**src/rtl/multi_port_occupancy.sv**
```systemverilog
// Exact occupancy counter for queues that push/pop several entries per cycle.
// Registered count/free/status outputs; rejected updates latch sticky error flags.
module multi_port_occupancy #(
  parameter int unsigned DEPTH     = 8,
  parameter int unsigned MAX_PUSH  = 2,
  parameter int unsigned MAX_POP   = 2,
  parameter int unsigned AF_MARGIN = 1,
  parameter int unsigned AE_MARGIN = 1,
  // Set to 0 where rejected updates are provoked on purpose (e.g. a directed test).
  parameter bit          EVENT_ASSERT_EN = 1'b1,
  localparam int unsigned CW  = $clog2(DEPTH + 1),
  localparam int unsigned PSW = $clog2(MAX_PUSH + 1),
  localparam int unsigned PPW = $clog2(MAX_POP + 1)
) (
  input  logic           clk,
  input  logic           rst,
  input  logic [PSW-1:0] push_cnt,
  input  logic [PPW-1:0] pop_cnt,
  input  logic           clr_err,
  output logic [CW-1:0]  count,
  output logic [CW-1:0]  free,
  output logic           empty,
  output logic           almost_empty,
  output logic           almost_full,
  output logic           full,
  output logic           overflow_err,
  output logic           underflow_err
);

  // One extra bit so count - pop + push never wraps before the range check.
  localparam int unsigned AW = CW + 1;

  localparam logic [AW-1:0]  DEPTH_W   = AW'(DEPTH);
  localparam logic [AW-1:0]  AF_TH_W   = AW'(DEPTH - AF_MARGIN);
  localparam logic [AW-1:0]  AE_TH_W   = AW'(AE_MARGIN);
  localparam logic [CW-1:0]  DEPTH_C   = CW'(DEPTH);
  localparam logic [PSW-1:0] MAX_PUSH_W = PSW'(MAX_PUSH);
  localparam logic [PPW-1:0] MAX_POP_W  = PPW'(MAX_POP);

  logic [CW-1:0] count_q, count_d;
  logic [CW-1:0] free_q, free_d;
  logic          empty_q, empty_d;
  logic          almost_empty_q, almost_empty_d;
  logic          almost_full_q, almost_full_d;
  logic          full_q, full_d;
  logic          overflow_q, overflow_d;
  logic          underflow_q, underflow_d;

  logic [AW-1:0] count_ext;
  logic [AW-1:0] push_ext;
  logic [AW-1:0] pop_ext;
  logic [AW-1:0] sum_ext;
  logic [AW-1:0] next_ext;
  logic          underflow_ev;
  logic          overflow_ev;

  always_comb begin
    count_ext = AW'(count_q);
    push_ext  = AW'(push_cnt);
    pop_ext   = AW'(pop_cnt);
    sum_ext   = count_ext - pop_ext + push_ext;

    // Pops are judged against start-of-cycle occupancy; same-cycle pushes cannot cover them.
    underflow_ev = (pop_ext > count_ext);
    overflow_ev  = !underflow_ev && (sum_ext > DEPTH_W);

    next_ext = (underflow_ev || overflow_ev) ? count_ext : sum_ext;
  end

  always_comb begin
    count_d        = next_ext[CW-1:0];
    free_d         = DEPTH_C - next_ext[CW-1:0];
    empty_d        = (next_ext == '0);
    almost_empty_d = (next_ext <= AE_TH_W);
    almost_full_d  = (next_ext >= AF_TH_W);
    full_d         = (next_ext == DEPTH_W);
    // A new error in the clearing cycle wins over clr_err.
    overflow_d     = (overflow_q  && !clr_err) || overflow_ev;
    underflow_d    = (underflow_q && !clr_err) || underflow_ev;
  end

  always_ff @(posedge clk) begin
    if (rst) begin
      count_q        <= '0;
      free_q         <= DEPTH_C;
      empty_q        <= 1'b1;
      almost_empty_q <= 1'b1;
      almost_full_q  <= 1'b0;
      full_q         <= 1'b0;
      overflow_q     <= 1'b0;
      underflow_q    <= 1'b0;
    end else begin
      count_q        <= count_d;
      free_q         <= free_d;
      empty_q        <= empty_d;
      almost_empty_q <= almost_empty_d;
      almost_full_q  <= almost_full_d;
      full_q         <= full_d;
      overflow_q     <= overflow_d;
      underflow_q    <= underflow_d;
    end
  end

  assign count         = count_q;
  assign free          = free_q;
  assign empty         = empty_q;
  assign almost_empty  = almost_empty_q;
  assign almost_full   = almost_full_q;
  assign full          = full_q;
  assign overflow_err  = overflow_q;
  assign underflow_err = underflow_q;

  always_ff @(posedge clk) begin
    if (!rst) begin
      assert (push_cnt <= MAX_PUSH_W)
        else $error("multi_port_occupancy: push_cnt %0d exceeds MAX_PUSH", push_cnt);
      assert (pop_cnt <= MAX_POP_W)
        else $error("multi_port_occupancy: pop_cnt %0d exceeds MAX_POP", pop_cnt);
      if (EVENT_ASSERT_EN) begin
        assert (!underflow_ev)
          else $error("multi_port_occupancy: underflow, pop %0d with count %0d", pop_cnt, count_q);
        assert (!overflow_ev)
          else $error("multi_port_occupancy: overflow, count %0d pop %0d push %0d",
                      count_q, pop_cnt, push_cnt);
      end
    end
  end

endmodule

```
**config.mk**
```make
export PLATFORM = sky130hd
export DESIGN_NAME = multi_port_occupancy
export DESIGN_NICKNAME = d
export VERILOG_FILES = /design/src/rtl/multi_port_occupancy.sv
export SDC_FILE = /design/constraint.sdc
export NUM_CORES = 1
export LEC_CHECK = 0
export ABC_AREA = 1
export BUFFER_PORTS_ARGS = -buffer_cell sky130_fd_sc_hd__buf_2
export CAP_MARGIN = 15
export CORE_ASPECT_RATIO = 1.1
export CORE_MARGIN = 10
export CORE_UTILIZATION = 40
export DETAILED_ROUTE_END_ITERATION = 10
export PLACE_DENSITY_LB_ADDON = 0.3
export SYNTH_ARGS = -nofsm -noshare
export SYNTH_HDL_FRONTEND = slang
export SYNTH_SLANG_ARGS = --single-unit
```
**constraint.sdc**
```tcl
create_clock -name clk -period 3.47 [get_ports clk]
set_clock_uncertainty 0.1 [all_clocks]
set_input_delay 0.1735 -clock clk [delete_from_list [all_inputs] [get_ports clk]]
set_output_delay 0.1735 -clock clk [all_outputs]
set_load 0.01 [all_outputs]
```
# Word level (Yosys, flattened, before mapping)
# Cells that the tools add are included.
[classes]
add_sub_neg = 3
n_mux = 1
n_lt_le_gt_ge = 4
n_mul = 0
eq_ne = 1
reduce_logical = 9
n_shift = 0
div_mod_pow = 0
bitwise = 0
[ops]
columns = ["cell", "n"]
rows = [
  ["$add 5x2->5", 1],
  ["$eq 5x4->1 const B", 1],
  ["$ge 5x3->1 const B", 1],
  ["$gt 5x4->1 const B", 1],
  ["$le 5x1->1 const B", 1],
  ["$logic_not 5->1", 1],
  ["$mux 5", 1],
  ["$sub 4x2->5", 1],
  ["$gt 2x4->1", 1],
  ["$sub 4x4->4 const A", 1],
  ["$logic_and 1x1->1", 3],
  ["$logic_or 1x1->1", 3],
  ["$logic_not 1->1", 2],
]
[word_totals]
inputBits = 7
elab_cells = 26
rom_bits = 0
latchBits = 0
ram_bits = 0
ff_bits = 14
mem_count = 0

# Depth between registers and ports, before layout
# Gate-level depths: netlist of run 1.
[depth]
ltp_word = 7
mapped_depth = 17
ltp_nobuf = 17

# Worst setup path after synthesis of run 1
# OpenSTA, ideal clock, no wires.
[synth_timing]
path_type = "register to register"
from = "register count_q[1], in the netlist count[1]"
to = "register almost_full_q, in the netlist almost_full"
required_time_ps = 3254
stages_incl_launch_ff = 15
arrival_time_ps = 2432
path_slack_ps = 822
n_path_buf = 0
setup_time_ps = 116
cell_sequence = "dfxtp_1 > inv_1 > fa_1 > inv_1 > fa_1 > nor2_1 > nand3_1 > nand3_2 > nand3_2 > nand2_1 > nand2_2 > inv_1 > ha_1 > o21ai_1 > nand2_1"
[synth_between]
elab_chain_cells = 7
elab_cells_between_ends = 9
classes_between = "2 x add/sub; 3 x order compare; 1 x mux; 3 x reduce/logical"
[synth_rtl]
columns = ["element", "line_no", "text"]
rows = [
  ["from (decl)", "40", "logic [CW-1:0] count_q, count_d;"],
  ["from (signal assigned)", "93", "count_q <= count_d;"],
  ["$sub 4x2->5", "61", "sum_ext = count_ext - pop_ext + push_ext;"],
  ["$add 5x2->5", "61", ""],
  ["$gt 5x4->1", "65", "overflow_ev = !underflow_ev && (sum_ext > DEPTH_W);"],
  ["$logic_and 1x1->1", "65", ""],
  ["$logic_or 1x1->1", "67", "next_ext = (underflow_ev || overflow_ev) ? count_ext : sum_ext;"],
  ["$mux 5 *", "67", ""],
  ["$ge 5x3->1 *", "75", "almost_full_d = (next_ext >= AF_TH_W);"],
  ["to (signal assigned)", "97", "almost_full_q <= almost_full_d;"],
  ["to (decl)", "44", "logic almost_full_q, almost_full_d;"],
]
# Every way passes the cells marked *; elsewhere a longest branch is shown, timed or not.
# A chain may end at the register's enable or synchronous reset.

# Worst setup path in the final report of run 1
# Same ends and word-level chain as after synthesis.

==> results of run 1 <==
## final cells by class
type | instances | area share (%)
timing repair buffer | 20 | 9.780
clock buffer | 4 | 2.567
sequential | 13 | 25.43
tap | 28 | 3.423
multi-input combinational | 74 | 48.78
inverter | 27 | 10.02
## cells by family (layout without fill, tap and decap cells)
logic type / count (synthesis) / after routing
simple gates: 54 / 54
fa+ha+maj: 13 / 13
buf+inv: 28 / 51
flops: 13 / 13
compound gates: 7 / 7
## worst paths after layout
check	end	cells after the start	slack (ns)
setup / recovery	almost_full	14	0.69
hold / removal	underflow_err	4	0.07
setup reg to reg	almost_full	14	0.69
hold reg to reg	underflow_err	2	0.37
## through the flow
stage          total power [mW]  hold slack (ns)  setup slack (ns)  cell area (um2)
5_1_grt                  0.9398          0.06844            0.4551             1023
6_report                 0.8366          0.06947            0.6945             1023
2_1_floorplan            0.6284           0.1421            0.8218            869.6
3_3_place_gp             0.7465           0.3388            0.7403            997.2
4_1_cts                  0.8503          0.05816            0.6695             1023
3_5_place_dp             0.7554           0.3506            0.6849            997.2
## cell usage in the layout, fill, tap and decap left out, drive strengths merged
cell type,netlist,layout
nand2,29,29
clkinv,1,1
clkbuf,0,4
buf,1,20
ha,11,11
o21ai,3,3
nor2,9,9
fa,2,2
inv,26,26
dfxtp,13,13
a21oi,3,3
nand4,5,5
o211ai,1,1
nand3,11,11
## flip-flops by register name, summed over array words and instances (netlist names)
signal,count
count,4
free,3
underflow_err,1
overflow_err,1
full,1
almost_empty,1
almost_full,1
empty,1
## power breakdown
| group | total [mW] | switching (mW) | internal [mW] | leakage, nW |
|---|---|---|---|---|
| combinational | 0.532 | 0.339 | 0.193 | 0.471 |
| sequential | 0.217 | 0.0160 | 0.201 | 0.107 |
| clock | 0.0880 | 0.0435 | 0.0445 | 0.0150 |
## metal layers
layer	vias to the layer above	GRT usage (%)	routed length, um
met2	16	13.30	786
met4	0	0.8021	4
met5	-	0	0
li1	402	-	-
met3	2	4.992	150
met1	334	8.410	769
## worst max-delay path, cell delays in order, from the launching register on
cell,delay [ns]
dfxtp_1,0.33
inv_1,0.07
fa_1,0.48
inv_1,0.07
fa_1,0.58
nor2_1,0.06
nand3_1,0.09
nand3_2,0.13
nand3_2,0.13
nand2_1,0.07
nand2_2,0.11
inv_1,0.08
ha_1,0.19
o21ai_1,0.13
nand2_1,0.07
==> impl_metrics.ini, run 1 <==
[setup_path]
r2r-start = count[1]
crit_arrival_ns = 2.84
required_ns = 3.53
end_kind = flop
path_class = flop to flop
critPathMaxFanout = 6
critPathLaunch = count[1]
cp-start-kind = flop

[drt]
drc = 0
route.vias.total = 754
wl_mm = 1.710
dr.pass1.iters = 2
viasPerCell = 4.542
drt_iter0_drc = 24
ant_nets = 0
wl_per_cell_um = 10.30

[final_layout]
multi_input_area_um2 = 499.2
num-nets-final = 159
postLayoutCoreUtil_pct = 50.12
drive_above_1_share_pct = 26.81
fillers = 207
seq_area_um2 = 260.3
antenna_cells = 0
final_cells = 166
area_growth_pct = 17.70

[clock_network]
tritoncts = yes
clock_latency_ns = 0.27
cts_hold_buffers = 0
cts.clk_slew.worst_paths_ns = 0.07
cts_setup_buffers = 0
cts_buffers = 3
cts_max_path_buffers = 2
clkSinkCount = 13
cts_resized = 0
htree_num_levels = 1
root_buffer = clkbuf_4

[synth]
synth.most_common_cell = inv_1
synth_xor_area_share_pct = 0
synth-seq-cells = 13
synth_nets = 135
synth_top_area_share_pct = 29.93
ys_warn_count = 0
synthTopCellsByCount = 24 x inv_1, 23 x nand2_1, 13 x dfxtp_1
syn_inst = 115
syn_area_per_cell_um2 = 7.562
synth_ff_type = dfxtp_1
synth_simple_gate_area_share_pct = 30.65
synth.area.top_cells = dfxtp_1 30%, ha_1 16%, inv_1 10%
muxShareOfSynthArea_pct = 0
synth-edff-count = 0
synth_top_family_by_area = simple AND/OR/NAND/NOR gates
ys_seq_area_share_pct = 29.93
synth_top_area_cell = dfxtp_1
async_flop_share_pct = 0
synth-compound-area-share_pct = 6.331
synthAdderAreaFrac_pct = 20.43
yosysUniqueCellTypes = 19
syn_area_um2 = 869.6

[grt]
grtUsageTotal_pct = 7.827
antenna_found_initial = 0
grt_pass1_vias = 692
grt_pass1_wl_mm = 2.822
grt_max_degree = 8
gr-total-overflow = 0

[power_and_ir_drop]
peakVddDrop_uv = 527.6
p_per_area_mw_per_mm2 = 817.4
p_leak_nw = 0.5938

[sta]
fmax_ghz = 0.3603
rsz0062_at_grt = no
fin_tns_setup_ns = 0
slew_viol_final = 0
slew_headroom_pct = 82.04
setup_viol = 0
fin_crit_sh_pct = 79.99
worstMarginPinSlew_ns = 0.2681
fin_crit_ns = 2.776
hold_violations = 0

[hold_path]
hold_start = clr_err
hold_path.class = primary input to flop

[floorplanning]
initial_core_util_pct = 42.59
fp.coreArea_mm2 = 0.002042
rows = 17
die_y_um = 68.90
dieArea_mm2 = 0.004441
io_pins = 21
die-width_um = 64.46

[placed_design]
gp_congestion = 0.7745
place_hpwl_mm = 1.441
place_inst = 162
portBuffers = 20

[job]
max-cap-violations = 0

[run_status]
status = completed
Power figures use the tool's default switching activity.
==> run 2: changes to the inputs <==
==> constraint.sdc (replaced) <==
create_clock -name clk -period 2.38 [get_ports clk]
set_clock_uncertainty 0.1 [all_clocks]
set_input_delay 0.119 -clock clk [delete_from_list [all_inputs] [get_ports clk]]
set_output_delay 0.119 -clock clk [all_outputs]
set_load 0.01 [all_outputs]
==> run 2 against run 1 <==
Against the previous run:
- the run now ends with setup timing left
- non-clock buffer count rose by 12
- routed wire length rose by 29%
- power is 96% higher
- global-route usage grew 2.4 points
- critical path depth increased by 1
- sequential share of layout area down 4.6 points
- worst setup slack got worse by 0.92 ns
- fmax grew 6.4%
- count of clock-buffer cells in the layout unchanged
- die area is the same
- utilization increased by 11 points
- clock power rose by 56%
==> impl_metrics.ini, run 2 (synthesis results as in run 1) <==
[power_and_ir_drop]
cellInternalPower_mw = 0.8542
peakVddDrop_uv = 844.6
p_sw_share_pct = 48.00
p_leak_nw = 0.6657
p_per_area_mw_per_mm2 = 1306
seq_power_share_pct = 19.4
p_sw_mw = 0.7884
combPwrFrac_pct = 72.3
clkPwrFrac_pct = 8.3
finalPower_mw = 1.643

[drt]
viasPerCell = 4.719
ant_nets = 0
wl_mm = 2.212
route.vias.total = 840
dr.pass1.iters = 4
wl_per_cell_um = 12.43
drt_iter0_drc = 12
drc = 0

[grt]
antenna_found_initial = 0
grt_max_degree = 8
grt_pass1_vias = 900
grt_pass1_wl_mm = 3.719
grtUsageTotal_pct = 10.23
gr-total-overflow = 0

[sta]
slew_headroom_pct = 78.24
whs_ns = 0.001438
fin_crit_sh_pct = 109.6
fmax_ghz = 0.3832
worstMarginPinSlew_ns = 0.3248
hold_violations = 0
rsz0062_at_grt = yes
finalWorstSetupSlack_ns = -0.2294
setup_viol = 10
fin_crit_ns = 2.609
slew_viol_final = 0

[placed_design]
place_hpwl_mm = 1.675
gp_congestion = 0.7787
portBuffers = 20

[final_layout]
seq_area_um2 = 261.5
num-nets-final = 171
antenna_cells = 0
area_growth_pct = 44.60
fillers = 179
multi_input_area_um2 = 633.1
final_cell_mix = 20 x buf_2, 19 x inv_1, 17 x nand2_1, 12 x dfxtp_1, 11 x buf_4
postLayoutCoreUtil_pct = 61.58
drive_above_1_share_pct = 48.00
largest_register_ffs = 4
layout_commonest_cell = buf_2

[setup_path]
crit_top_cell = inv_2
slowest_stage = fa_1
required_ns = 2.44
path_class = flop to flop
end_kind = flop
critPathMaxFanout = 6
crit_arrival_ns = 2.67
path_cells = inv_2, fa_1, inv_2, fa_2, nand3_1, nand4_1, nand2_2, clkinv_2, nand3_4, nand2_4, nand2_4, inv_2, ha_2, nand3_2, nand3_2
cp-start-kind = flop
max_stage_delay_ns = 0.50

[clock_network]
clock_latency_ns = 0.28
tritoncts = yes
cts_hold_buffers = 0
htree_num_levels = 1
clkSinkCount = 13
root_buffer = clkbuf_4
cts_buffers = 3
cts.clk_slew.worst_paths_ns = 0.07
cts_max_path_buffers = 2

[floorplanning]
io_pins = 21
initial_core_util_pct = 42.59
die-width_um = 64.46
dieArea_mm2 = 0.004441
fp.coreArea_mm2 = 0.002042
rows = 17
die_y_um = 68.90

[job]
max-cap-violations = 0

[run_status]
violations = setup timing
status = finished, violations left

[hold_path]
hold_path.class = primary input to flop
-- run 2: power groups by stage --
stage               clock network, mW  registers [mW]  logic (mW)
finish                          0.137           0.318        1.19
global route                    0.154           0.329        1.33
CTS                             0.135           0.320       0.957
detailed placement                  0           0.324       0.859
global placement                    0           0.321       0.827
floorplan                           0           0.363       0.574
-- run 2: area by class of cell --
cell class              count  share of cell area, %
multi-input cells          74                  50.35
flip-flops and latches     13                  20.80
repair buffers             32                  15.42
inverters                  27                  8.557
well taps                  28                  2.786
clock buffers               4                  2.090
-- run 2: layer usage --
metal / share of wire, % / vias up / GRT usage, %
met4: 2.2 / 0 / 0.8021
li1: - / 425 / -
met1: 38 / 387 / 9.493
met2: 51 / 22 / 20.07
met5: 0 / - / 0
met3: 9.0 / 6 / 5.797
-- run 2: repair_timing --
| action | in CTS | in global routing |
|---|---|---|
| endpoints found under the setup margin | 9 | 11 |
| setup buffers | 4 | 1 |
| resized for setup | 5 | 25 |
| endpoints found under the hold margin | 0 | 0 |
| pin swaps | 9 | 8 |
-- run 2: final timing paths --
check / slack [ns] / start / cells after the start / to
max: -0.23 / count[1] / 15 / almost_empty
min: 0.001 / clr_err / 4 / underflow_err
max reg2reg: -0.23 / count[1] / 15 / almost_empty
min reg2reg: 0.36 / underflow_err / 2 / underflow_err
-- run 2: critical path, delay by kind of cell (launching register included) --
kind,cells,cell delay [ns]
and+or+nand+nor,8,0.75
adders and majority gates,3,1.04
buffers and inverters,4,0.25
DFF,1,0.34
-- run 2: metrics by stage --
stage	setup slack [ns]	instance area [um2]	TNS, ns	cells
3_5_place_dp	-0.2939	1061	-1.918	169
6_report	-0.2294	1257	-1.253	178
3_3_place_gp	-0.2191	1061	-1.349	169
2_1_floorplan	-0.1411	880.8	-0.7245	115
4_1_cts	-0.2339	1136	-1.624	177
5_1_grt	-0.3488	1257	-2.718	178
==> run 3: changes to the inputs <==
--- a/config.mk
+++ b/config.mk
@@ -5,12 +5,11 @@
 export SDC_FILE = /design/constraint.sdc
 export NUM_CORES = 1
 export LEC_CHECK = 0
-export ABC_AREA = 1
 export BUFFER_PORTS_ARGS = -buffer_cell sky130_fd_sc_hd__buf_2
 export CAP_MARGIN = 15
 export CORE_ASPECT_RATIO = 1.1
 export CORE_MARGIN = 10
-export CORE_UTILIZATION = 40
+export CORE_UTILIZATION = 47
 export DETAILED_ROUTE_END_ITERATION = 10
 export PLACE_DENSITY_LB_ADDON = 0.3
 export SYNTH_ARGS = -nofsm -noshare
==> run 3 against run 2 <==
Against the previous run:
- the flow still finishes with violations (setup timing)
- global-route usage up 4.5 points
- largest cell class unchanged
- hold slack better by 0.013 ns
- design area up 22%
- sequential cell count stayed put
- die area decreased by 7.7%
- fmax fell by 23%
- register-to-register slack worse by 0.77 ns
- highest routed layer unchanged
- worst setup slack got worse by 0.77 ns
- routed wire length grew 65%
- count of clock-buffer cells in the layout is the same
- first-iteration DRC count increased to 8.3 times the previous value
- via count increased by 23%
==> impl_metrics.ini, run 3 <==
[drt]
drt_iter0_drc = 100
drc = 0
wl_mm = 3.645
route.vias.total = 1034
dr.pass1.iters = 4
ant_nets = 0
viasPerCell = 5.809
wl_per_cell_um = 20.48

[grt]
grtUsageTotal_pct = 14.72
grt_pass1_wl_mm = 4.554
grt_max_degree = 12
grt_pass1_vias = 1006
gr-total-overflow = 0
antenna_found_initial = 0

[clock_network]
tritoncts = yes
cts_buffers = 3
cts_hold_buffers = 0
cts_max_path_buffers = 2
cts.clk_slew.worst_paths_ns = 0.09
clock_latency_ns = 0.28
root_buffer = clkbuf_4
clkSinkCount = 13
htree_num_levels = 1

[sta]
setup_viol = 12
slew_headroom_pct = 73.20
fmax_ghz = 0.2956
slew_viol_final = 0
finalWorstSetupSlack_ns = -1.003
rsz0062_at_grt = yes
fin_crit_ns = 3.383
hold_violations = 0
fin_crit_sh_pct = 142.1
fin_tns_setup_ns = -8.141
worstMarginPinSlew_ns = 0.3991

[run_status]
status = finished, violations left
violations = setup timing

[setup_path]
max_stage_delay_ns = 0.57
slowest_stage = fa_2
path_class = flop to flop
crit_arrival_ns = 3.45
end_kind = flop
cp-start-kind = flop
required_ns = 2.45
critPathMaxFanout = 3
path_cells = inv_4, fa_1, inv_2, fa_2, nor2_2, a32oi_1, nand2_1, nand2_2, mux2i_2, inv_1, ha_2, a311o_1, a41o_1

[final_layout]
largest_register_ffs = 4
num-nets-final = 181
layout_commonest_cell = buf_4
drive_above_1_share_pct = 61.25
antenna_cells = 0
final_cell_mix = 34 x buf_4, 20 x buf_2, 11 x inv_1, 11 x dfxtp_1, 6 x ha_1
fillers = 98
area_growth_pct = 69.09

[placed_design]
portBuffers = 20
gp_congestion = 0.8735
place_hpwl_mm = 2.121

[synth]
ys_seq_area_share_pct = 28.57
synth-seq-cells = 13
synth.most_common_cell = inv_1
syn_area_um2 = 910.9
synth_top_area_cell = dfxtp_1
yosysUniqueCellTypes = 41
syn_area_per_cell_um2 = 9.201
synth_ff_type = dfxtp_1
async_flop_share_pct = 0
synth_nets = 119
synthTopCellsByCount = 14 x inv_1, 13 x dfxtp_1, 11 x ha_1
synth-edff-count = 0
synth_top_area_share_pct = 28.57
syn_inst = 99
ys_warn_count = 0
synth.area.top_cells = dfxtp_1 29%, ha_1 15%, inv_1 5.8%

[hold_path]
hold_path.class = primary input to flop

[floorplanning]
dieArea_mm2 = 0.004101
die-width_um = 61.98
die_y_um = 66.17
initial_core_util_pct = 50.56
rows = 16
io_pins = 21
fp.coreArea_mm2 = 0.001802

[job]
max-cap-violations = 0
## run 3: final cells by class
class | instances | area, um2 | share of cell area (%)
Inverter | 14 | 55.05 | 3.574
Sequential cell | 13 | 265.3 | 17.22
Clock buffer | 4 | 26.28 | 1.706
Tap cell | 18 | 22.52 | 1.462
Timing Repair Buffer | 59 | 411.6 | 26.73
Multi-Input combinational cell | 70 | 759.5 | 49.31
## run 3: path summary, 6_finish.rpt
kind	from	end	slack (ns)	cells after the start
max	count[1]	almost_full	-1.00	13
min reg2reg	overflow_err	overflow_err	0.39	2
min	clr_err	overflow_err	0.01	3
max reg2reg	count[1]	almost_full	-1.00	13
## run 3: cell families (layout without fill, tap and decap cells)
logic type      Yosys count  after routing  share of synthesized area (%)
flops                    13             13                          28.57
buf+inv                  16             77                          7.005
simple gates             28             28                          18.54
compound gates           24             24                          21.29
xor+xnor                  3              3                          2.885
fa+ha+maj                13             13                          19.51
mux                       2              2                          2.198
## run 3: through the flow
stage | utilization (%) | area (um2) | hold slack, ns | setup WS [ns] | cells
2_1_floorplan | - | 940.9 | 0.1103 | -0.9902 | 99
3_3_place_gp | 70.90 | 1277 | 0.2999 | -0.8238 | 165
3_5_place_dp | 70.90 | 1277 | 0.3220 | -0.8761 | 165
4_1_cts | 79.44 | 1431 | 0.03197 | -0.8437 | 173
5_1_grt | 85.49 | 1540 | 0.03137 | -1.099 | 178
6_report | 85.49 | 1540 | 0.01486 | -1.003 | 178
## run 3: per-layer routing
metal	part of all wire [%]	up-vias	global-route usage, %
met5	0	-	0
met4	5.3	0	5.307
met3	5.1	19	3.846
met2	51	39	28.33
met1	39	507	14.11
li1	-	469	-
## run 3: worst max-delay path: cells and delay by family (launching register included)
family	cells	cell delay, ns
flip-flops	1	0.37
AO/OA/AOI/OAI	3	0.73
adder cells (fa/ha/maj)	3	1.24
multiplexers	1	0.29
AND/OR/NAND/NOR	3	0.36
buffers and inverters	3	0.19
## run 3: timing repair
action,4_1_cts,5_1_grt
endpoints found under the setup margin,12,12
setup buffers,5,5
pin swaps,11,11
gates resized for setup,18,14
Power of run 3 is not shown: default switching activity piles up to over one toggle a cycle in this logic, so the estimate is an artifact.
